--- config.mk ---
export PLATFORM = sky130hd
export DESIGN_NAME = pulse_height_analyzer_flat
export DESIGN_NICKNAME = d
export VERILOG_FILES = /design/src/rtl/pulse_height_analyzer_if.sv /design/src/rtl/pulse_height_analyzer.sv /design/src/flat_wrapper.sv
export SDC_FILE = /design/constraint.sdc
export NUM_CORES = 1
export LEC_CHECK = 0
export ABC_AREA = 1
export CAP_MARGIN = 10
export CORE_MARGIN = 10
export CORE_UTILIZATION = 55
export DETAILED_ROUTE_END_ITERATION = 6
export PLACE_DENSITY_LB_ADDON = 0.05
export SKIP_CTS_REPAIR_TIMING = 1
export SYNTH_ARGS = -nofsm -noshare
export SYNTH_HDL_FRONTEND = slang
export SYNTH_SLANG_ARGS = --single-unit
--- constraint.sdc ---
create_clock -name clk -period 2.8 [get_ports clk]
set_input_delay 0.56 -clock clk [delete_from_list [all_inputs] [get_ports clk]]
set_output_delay 0.56 -clock clk [all_outputs]
set_load 0.1 [all_outputs]
--- src/rtl/pulse_height_analyzer_if.sv ---
// Result channel of the pulse height analyzer: one pulse record held until acknowledged.
// The master drives the record, and the slave accepts it with out_ack.
interface pulse_height_analyzer_if #(
    parameter int DATA_W = 31,
    parameter int TS_W   = 32
);
    logic                     out_valid;
    logic                     out_ack;
    logic signed [DATA_W-1:0] out_amp;
    logic [TS_W-1:0]          out_time;
    logic                     out_pileup;

    modport master (
        output out_valid,
        output out_amp,
        output out_time,
        output out_pileup,
        input  out_ack
    );

    modport slave (
        input  out_valid,
        input  out_amp,
        input  out_time,
        input  out_pileup,
        output out_ack
    );
endinterface

--- src/rtl/pulse_height_analyzer.sv ---
// Peak detector for shaped pulses. It triggers on a threshold, tracks the maximum, and reports
// the peak amplitude and timestamp with pile-up and dead-time handling.
module pulse_height_analyzer #(
    parameter int SIZE_ADC_DATA = 14,
    parameter int DATA_W        = SIZE_ADC_DATA*2+3,
    parameter int TS_W          = 32,
    parameter int THRESHOLD     = 100,
    parameter int HYST          = 10,
    parameter int MAX_WIDTH     = 64,
    parameter int DEAD_TIME     = 16,
    parameter int LOST_W        = 16
) (
    input  logic                     clk,
    input  logic                     reset,
    input  logic signed [DATA_W-1:0] input_data,
    pulse_height_analyzer_if.master  res,
    output logic [LOST_W-1:0]        lost_count,
    output logic                     busy
);
    localparam int WID_W  = $clog2(MAX_WIDTH+1);
    localparam int DEAD_W = (DEAD_TIME > 1) ? $clog2(DEAD_TIME) : 1;
    localparam logic signed [DATA_W-1:0] TRIG_LVL = DATA_W'(THRESHOLD);
    localparam logic signed [DATA_W-1:0] END_LVL  = DATA_W'(THRESHOLD - HYST);

    typedef enum logic [1:0] {IDLE, TRACK, DEAD} state_t;

    state_t                   state_reg;
    logic [TS_W-1:0]          ts_reg;
    logic signed [DATA_W-1:0] max_reg;
    logic [TS_W-1:0]          max_t_reg;
    logic [WID_W-1:0]         width_reg;
    logic [DEAD_W-1:0]        dead_reg;
    logic                     busy_reg;
    logic                     out_valid_reg;
    logic signed [DATA_W-1:0] out_amp_reg;
    logic [TS_W-1:0]          out_time_reg;
    logic                     out_pileup_reg;
    logic [LOST_W-1:0]        lost_reg;

    logic report;
    logic report_pileup;

    // A normal end wins over the pile-up cut when both land on the same sample.
    always_comb begin
        report        = 1'b0;
        report_pileup = 1'b0;
        if (state_reg == TRACK) begin
            if (input_data <= END_LVL) begin
                report = 1'b1;
            end else if (width_reg == WID_W'(MAX_WIDTH)) begin
                report        = 1'b1;
                report_pileup = 1'b1;
            end
        end
    end

    always_ff @(posedge clk or negedge reset) begin
        if (!reset) begin
            state_reg      <= IDLE;
            ts_reg         <= '0;
            max_reg        <= '0;
            max_t_reg      <= '0;
            width_reg      <= '0;
            dead_reg       <= '0;
            busy_reg       <= 1'b0;
            out_valid_reg  <= 1'b0;
            out_amp_reg    <= '0;
            out_time_reg   <= '0;
            out_pileup_reg <= 1'b0;
            lost_reg       <= '0;
        end else begin
            ts_reg <= ts_reg + TS_W'(1);

            case (state_reg)
                IDLE: begin
                    if (input_data > TRIG_LVL) begin
                        state_reg <= TRACK;
                        busy_reg  <= 1'b1;
                        max_reg   <= input_data;
                        max_t_reg <= ts_reg;
                        width_reg <= WID_W'(1);
                    end
                end
                TRACK: begin
                    if (report) begin
                        state_reg <= DEAD;
                        dead_reg  <= '0;
                    end else begin
                        // A strictly greater sample is required, so ties keep the earliest timestamp.
                        if (input_data > max_reg) begin
                            max_reg   <= input_data;
                            max_t_reg <= ts_reg;
                        end
                        width_reg <= width_reg + WID_W'(1);
                    end
                end
                DEAD: begin
                    if (dead_reg == DEAD_W'(DEAD_TIME-1)) begin
                        state_reg <= IDLE;
                        busy_reg  <= 1'b0;
                    end else begin
                        dead_reg <= dead_reg + DEAD_W'(1);
                    end
                end
                default: begin
                    state_reg <= IDLE;
                    busy_reg  <= 1'b0;
                end
            endcase

            // The record slot is free if it is empty or is being read on this edge.
            if (report) begin
                if (!out_valid_reg || res.out_ack) begin
                    out_valid_reg  <= 1'b1;
                    out_amp_reg    <= max_reg;
                    out_time_reg   <= max_t_reg;
                    out_pileup_reg <= report_pileup;
                end else if (lost_reg != {LOST_W{1'b1}}) begin
                    lost_reg <= lost_reg + LOST_W'(1);
                end
            end else if (res.out_ack) begin
                out_valid_reg <= 1'b0;
            end
        end
    end

    assign res.out_valid  = out_valid_reg;
    assign res.out_amp    = out_amp_reg;
    assign res.out_time   = out_time_reg;
    assign res.out_pileup = out_pileup_reg;
    assign lost_count     = lost_reg;
    assign busy           = busy_reg;
endmodule

--- src/flat_wrapper.sv ---
// flat-port wrapper written by rule: the top's interface ports become plain ports
module pulse_height_analyzer_flat 
#(
    parameter int SIZE_ADC_DATA = 14,
    parameter int DATA_W        = SIZE_ADC_DATA*2+3,
    parameter int TS_W          = 32,
    parameter int THRESHOLD     = 100,
    parameter int HYST          = 10,
    parameter int MAX_WIDTH     = 64,
    parameter int DEAD_TIME     = 16,
    parameter int LOST_W        = 16
)
  (clk, reset, input_data, lost_count, busy, res_out_valid, res_out_amp, res_out_time, res_out_pileup, res_out_ack);
  pulse_height_analyzer_if #(.DATA_W(DATA_W), .TS_W(TS_W)) res_i ();
  input  logic clk;
  input  logic reset;
  input  logic signed [DATA_W-1:0] input_data;
  output logic [LOST_W-1:0] lost_count;
  output logic busy;
  output wire logic [$bits(res_i.out_valid)-1:0] res_out_valid;
  output wire logic [$bits(res_i.out_amp)-1:0] res_out_amp;
  output wire logic [$bits(res_i.out_time)-1:0] res_out_time;
  output wire logic [$bits(res_i.out_pileup)-1:0] res_out_pileup;
  input wire logic [$bits(res_i.out_ack)-1:0] res_out_ack;
  assign res_out_valid = res_i.out_valid;
  assign res_out_amp = res_i.out_amp;
  assign res_out_time = res_i.out_time;
  assign res_out_pileup = res_i.out_pileup;
  assign res_i.out_ack = res_out_ack;
  pulse_height_analyzer #(.SIZE_ADC_DATA(SIZE_ADC_DATA), .DATA_W(DATA_W), .TS_W(TS_W), .THRESHOLD(THRESHOLD), .HYST(HYST), .MAX_WIDTH(MAX_WIDTH), .DEAD_TIME(DEAD_TIME), .LOST_W(LOST_W)) u_core (.clk(clk), .reset(reset), .input_data(input_data), .res(res_i), .lost_count(lost_count), .busy(busy));
endmodule
# After elaboration in Yosys (flattened, before gate mapping)
# Cells that the tools add are included.
# Widths: inputs -> output; s select.
totals:
  register_bits: 190
  input_bits: 34
  output_inout_bits: 82
  wordCells: 76
op_classes:
  add_sub_neg: 4
  order_cmp: 3
  n_eq_ne: 12
  muxes: 29
  bitwise: 2
  n_reduce_logical: 14
op_table:
  columns: ["operator", "count"]
  rows:
  - ["$mux 32", 3]
  - ["$mux 31", 3]
  - ["$pmux 32 s2", 1]
  - ["$pmux 31 s2", 1]
  - ["$add 32x1->32 const B", 1]
  - ["$gt 31x31->1", 1]
  - ["$gt 31x8->1 const B", 1]
  - ["$le 31x8->1 const B", 1]
  - ["$add 16x1->16 const B", 1]
  - ["$ne 16x16->1 const B", 1]
  - ["$reduce_and 3->1", 5]
  - ["$mux 7", 2]
  - ["$pmux 7 s2", 1]
  - ["$mux 1", 10]
  - ["$mux 4", 2]
  - ["$ne 2x2->1 const B", 4]
  - ["$pmux 4 s2", 1]
  - ["$add 7x1->7 const B", 1]
  - ["$eq 7x7->1 const B", 1]
  - ["$mux 2", 3]
  - ["$ne 2x1->1 const B", 3]
  - ["$pmux 2 s3", 1]
  - ["$reduce_bool 2->1", 3]
  - ["$add 4x1->4 const B", 1]
  - ["other kinds (10)", 12]

# Longest topological paths before layout
depth:
  ltp_word: 6
  depth_mapped: 18

# Least setup slack after synthesis
# No wires, ideal clock.
synth_timing:
  path_kind: "reg2reg"
  from: "reg u_core.lost_reg[0] (netlist: u_core.lost_count[0])"
  to: "reg u_core.lost_reg[3] (netlist: u_core.lost_count[3])"
  setup_time_ns: 0.120
  t_arrival_ns: 2.391
  setup_slack_ns: 0.289
  path_stages_with_launch: 12
  n_path_buf: 1
  cell_sequence: "dfrtp_1 ha_1 nand3_2 nor3_2 nand2_1 nor3_1 a21oi_1 nand2_2 inv_2 buf_4 nand2_1 nand2_1"
synth_between:
  elab_chain_cells: 2
  word_cells_on_any_way: 3
  cone_classes: "add/sub (1); eq/ne (1); reduce/logical (1)"
synth_lines:
  columns: ["item", "line_no", "rtl"]
  rows:
  - ["start, declared", "pulse_height_analyzer.sv:38", "logic [LOST_W-1:0] lost_reg;"]
  - ["start signal, assigned", "pulse_height_analyzer.sv:119", "lost_reg <= lost_reg + LOST_W'(1);"]
  - ["branches (longest 2 deep; another with $add 16x1->16)", null, null]
# Several ways; the timed one is not identified.
# A chain may end at the register's enable or synchronous reset.

# Worst setup path after layout
layout_timing:
  from: "in input_data[6]"
  to: "reg u_core.max_reg[24]"
layout_between:
  elab_chain_cells: 5
  word_cells_on_any_way: 9
  cone_classes: "order compare (3); eq/ne (3); mux (2); reduce/logical (1)"
layout_lines:
  columns: ["item", "line_no", "rtl"]
  rows:
  - ["start, declared", "flat_wrapper.sv:17", "input logic signed [DATA_W-1:0] input_data;"]
  - ["$le 31x8->1", "pulse_height_analyzer.sv:48", "if (input_data <= END_LVL) begin"]
  - ["$mux 1", "pulse_height_analyzer.sv:48", null]
  - ["$mux 1", "pulse_height_analyzer.sv:47", "if (state_reg == TRACK) begin"]
  - ["$ne 2x2->1 (no line)", null, null]
  - ["$reduce_and 4->1 (no line) *", null, null]
  - ["end signal, assigned", "pulse_height_analyzer.sv:79", "max_reg <= input_data;"]
  - ["end signal, assigned", "pulse_height_analyzer.sv:91", "max_reg <= input_data;"]
  - ["end, declared", "pulse_height_analyzer.sv:29", "logic signed [DATA_W-1:0] max_reg;"]
# Mark *: on every way between the ends. The rest lies on a longest branch, timed or not.

==> impl_results.md <==
- Switch share: 49.1%
- CP Max Fanout: 25
- Dpl ws: -0.0111 ns
- Via count: around 7500
- Asr flop ratio synth: 100%
- Synth top cells by count: nand2_1, dfrtp_1, inv_1
- WL final: ~21000 µm
- Skew final: 0.0147 ns
- Core area: ~17000 µm²
- Final-report setup violation count: 0
- Synth top area share: slightly above 50%
- R2R setup slack: about 0.51 ns
- Detail Route Antenna Nets: 0
- Total power: approximately 12000 µW
- Hold/Removal Path Class: input pin to async pin
- Cell variety after synth: 35
- CTS tree: done
- Reg-to-Reg End: u_core.max_t_reg[17]$_DFFE_PN0P_
- Post-DP HPWL: about 16000 µm
- EDFF count, synth: 0
- Std-Cell Rows: 47
- CTS root buf: clkbuf_16
- Syn Std Cell Area: 9360 µm²
- Reg clk slew, reported paths: about 0.07 ns
- Area Growth Syn to Fin: 21.0%
- Combinational Power Share: between 40% and 50%
- Max frequency: 0.420 GHz
- Synth area leader: dfrtp_1
- Drc violations: 0
- RR Startpoint: u_core.max_reg[30]$_DFFE_PN0P_
- Clk buf depth: 2
- Largest net degree at the start of global routing: between 70 and 80
- Final WS setup: between 0.4 and 0.5 ns
- Worst-margin pin slew: 0.600 ns
- CTS buffer count: 17
- Htree depth: 4
- Worst EP required: roughly 3.2 ns
- Critical setup path kind: input pin to flip-flop
- DIE HEIGHT: ~150 µm
- Crit start category: input pin
- DR vias/cell: between 5 and 6
- First-pass detailed-route iteration total: 4
- Pint: ~6000 µW
- # IOs: 116
- Warnings from Yosys: 0
- Die width: between 150 and 200 µm
- Port buffer count: between 100 and 150
- Initial antenna violation count: 0
- Vias in the first global route: ~7600
- Max VDD drop: 0.745 mV
- Power Dens Cells: 1040 nW/µm²
- Net switching power: ~5800 µW
- CP Capture Type: flip-flop
- GR Overflow Total: 0
- Worst reg-to-reg path cell count: 16
- P_leak: roughly 0.0060 µW
- MaxCap Viol Count: 0
- Antenna diodes: 0
- Total Die Area: 22600 µm²
- RSZ-0062 raised after global routing: no
- Nets: 1331
- Worst Path Arrival: around 2.8 ns
- Syn Area/Cell: ~8.4 µm²
- Seq pwr share: 31.7%
- Global-route wire length before repair: approximately 36000 µm
- WL/cell: 14.4 µm
- RePlAce Congestion: roughly 0.85
- Cells after Synth: approximately 1100
- Final hold viol count: 0
- Synth Flop Type: dfrtp_1
- Fin util: about two thirds
- Clock group share of total power: between 10% and 20%
- CTS Sinks: 190
- Outcome: finished clean
- Slew Limit Fails: 0
- DRT iter0 DRCs: roughly 440
- Gr usage total: 19.8%
- Slew HR: approximately three fifths
- Final min period: roughly 2.4 ns
- Clk_lat worst skew: about 0.44 ns
- Count leader, synth: nand2_1
- Initial Utilization: a little under three fifths
- Sequential area share after synthesis: 50.8%
- Layout cells sized above 1: 15.2%
- Syn nets: about 1200
- Final Cycle Share: 85.1%
- Area contributors post-synth: dfrtp_1, nand2_1, ha_1
- Number of synthesized register bits: 190
[stage by stage]
| step | cells | TNS, ns | cell area [µm²] | hold slack, ns |
|---|---|---|---|---|
| 2_1_floorplan | 1112 | 0 | 9360 | 0.264 |
| 3_3_place_gp | 1459 | 0 | 10800 | 0.453 |
| 3_5_place_dp | 1459 | -0.0219 | 10800 | 0.458 |
| 4_1_cts | 1491 | 0 | 11300 | 0.147 |
| 5_1_grt | 1491 | 0 | 11300 | 0.163 |
| 6_report | 1491 | 0 | 11300 | 0.121 |
[worst max-delay path by stage]
stage,startpoint,end,slack (ns),cells after the start
after detailed placement,input_data[28],u_core.max_t_reg[17]$_DFFE_PN0P_,-0.01,16
final,input_data[6],u_core.max_reg[24]$_DFFE_PN0P_,0.42,13
after global routing,input_data[29],u_core.max_t_reg[1]$_DFFE_PN0P_,0.18,13
after global placement,input_data[28],u_core.max_t_reg[17]$_DFFE_PN0P_,0.03,16
after floorplan,u_core.lost_count[0]$_DFFE_PN0P_,u_core.lost_count[3]$_DFFE_PN0P_,0.29,11
after CTS,input_data[28],u_core.max_t_reg[17]$_DFFE_PN0P_,0.44,16
[per-layer routing]
metal / GRT usage (%) / vias up / wire length [µm]
met5: 0 / - / 0
met4: 4.96 / 0 / 206
met3: 4.35 / 18 / 931
met2: 33.0 / 126 / 10400
met1: 25.5 / 3560 / 9950
li1: - / 3810 / -
[worst max-delay path: stages]
cell,delay (ns)
clkdlybuf4s50_1,0.56
buf_4,0.16
nand2_1,0.07
o21ai_0,0.21
nor2_1,0.07
nor2_1,0.16
nand3_1,0.11
nand2_1,0.14
nand2_4,0.07
inv_2,0.11
buf_4,0.30
nand3_1,0.13
nand2_1,0.08
[placed cells by master, fill, tap and decap left out, drive strengths merged]
| master | netlist | layout |
|---|---|---|
| o21ai | 56 | 56 |
| and3 | 1 | 1 |
| nand2 | 418 | 418 |
| xnor2 | 13 | 13 |
| a22oi | 1 | 1 |
| nand3b | 4 | 4 |
| or3 | 1 | 1 |
| nand3 | 93 | 93 |
| dfrtp | 190 | 190 |
| clkinvlp | 0 | 1 |
| or2 | 1 | 1 |
| o21a | 1 | 1 |
| nand4 | 12 | 12 |
| clkinv | 0 | 7 |
| clkdlybuf4s50 | 0 | 32 |
| nor2 | 65 | 65 |
| buf | 32 | 129 |
| nor3 | 21 | 21 |
| nor4 | 8 | 8 |
| xor2 | 37 | 37 |
| a21oi | 11 | 11 |
| nor3b | 1 | 1 |
| clkbuf | 3 | 20 |
| ha | 39 | 39 |
| inv | 104 | 109 |
[area by class of cell]
| class | instances | area, µm² |
|---|---|---|
| clock inverters | 13 | 108 |
| inverters | 104 | 390 |
| well taps | 220 | 275 |
| repair buffers | 162 | 1390 |
| multi-input cells | 783 | 3970 |
| fillers | 1369 | 5310 |
| clock buffers | 19 | 443 |
| flip-flops and latches | 190 | 4750 |
[cells by family after synthesis]
| family | synth area share (%) |
|---|---|
| buf+inv | 6.79 |
| fa+ha+maj | 5.21 |
| flops | 50.8 |
| compound gates | 4.14 |
| simple gates | 28.4 |
| xor+xnor | 4.68 |
[power by group through the flow]
stage          Sequential (µW)  Combinational (µW)  Clock, µW
6_report                  3730                5750       2290
2_1_floorplan             5860                2270          0
5_1_grt                   3800                6280       2450
3_5_place_dp              3780                5790          0
3_3_place_gp              3760                5700          0
4_1_cts                   3730                5810       2330
Power figures use the tool's default switching activity.
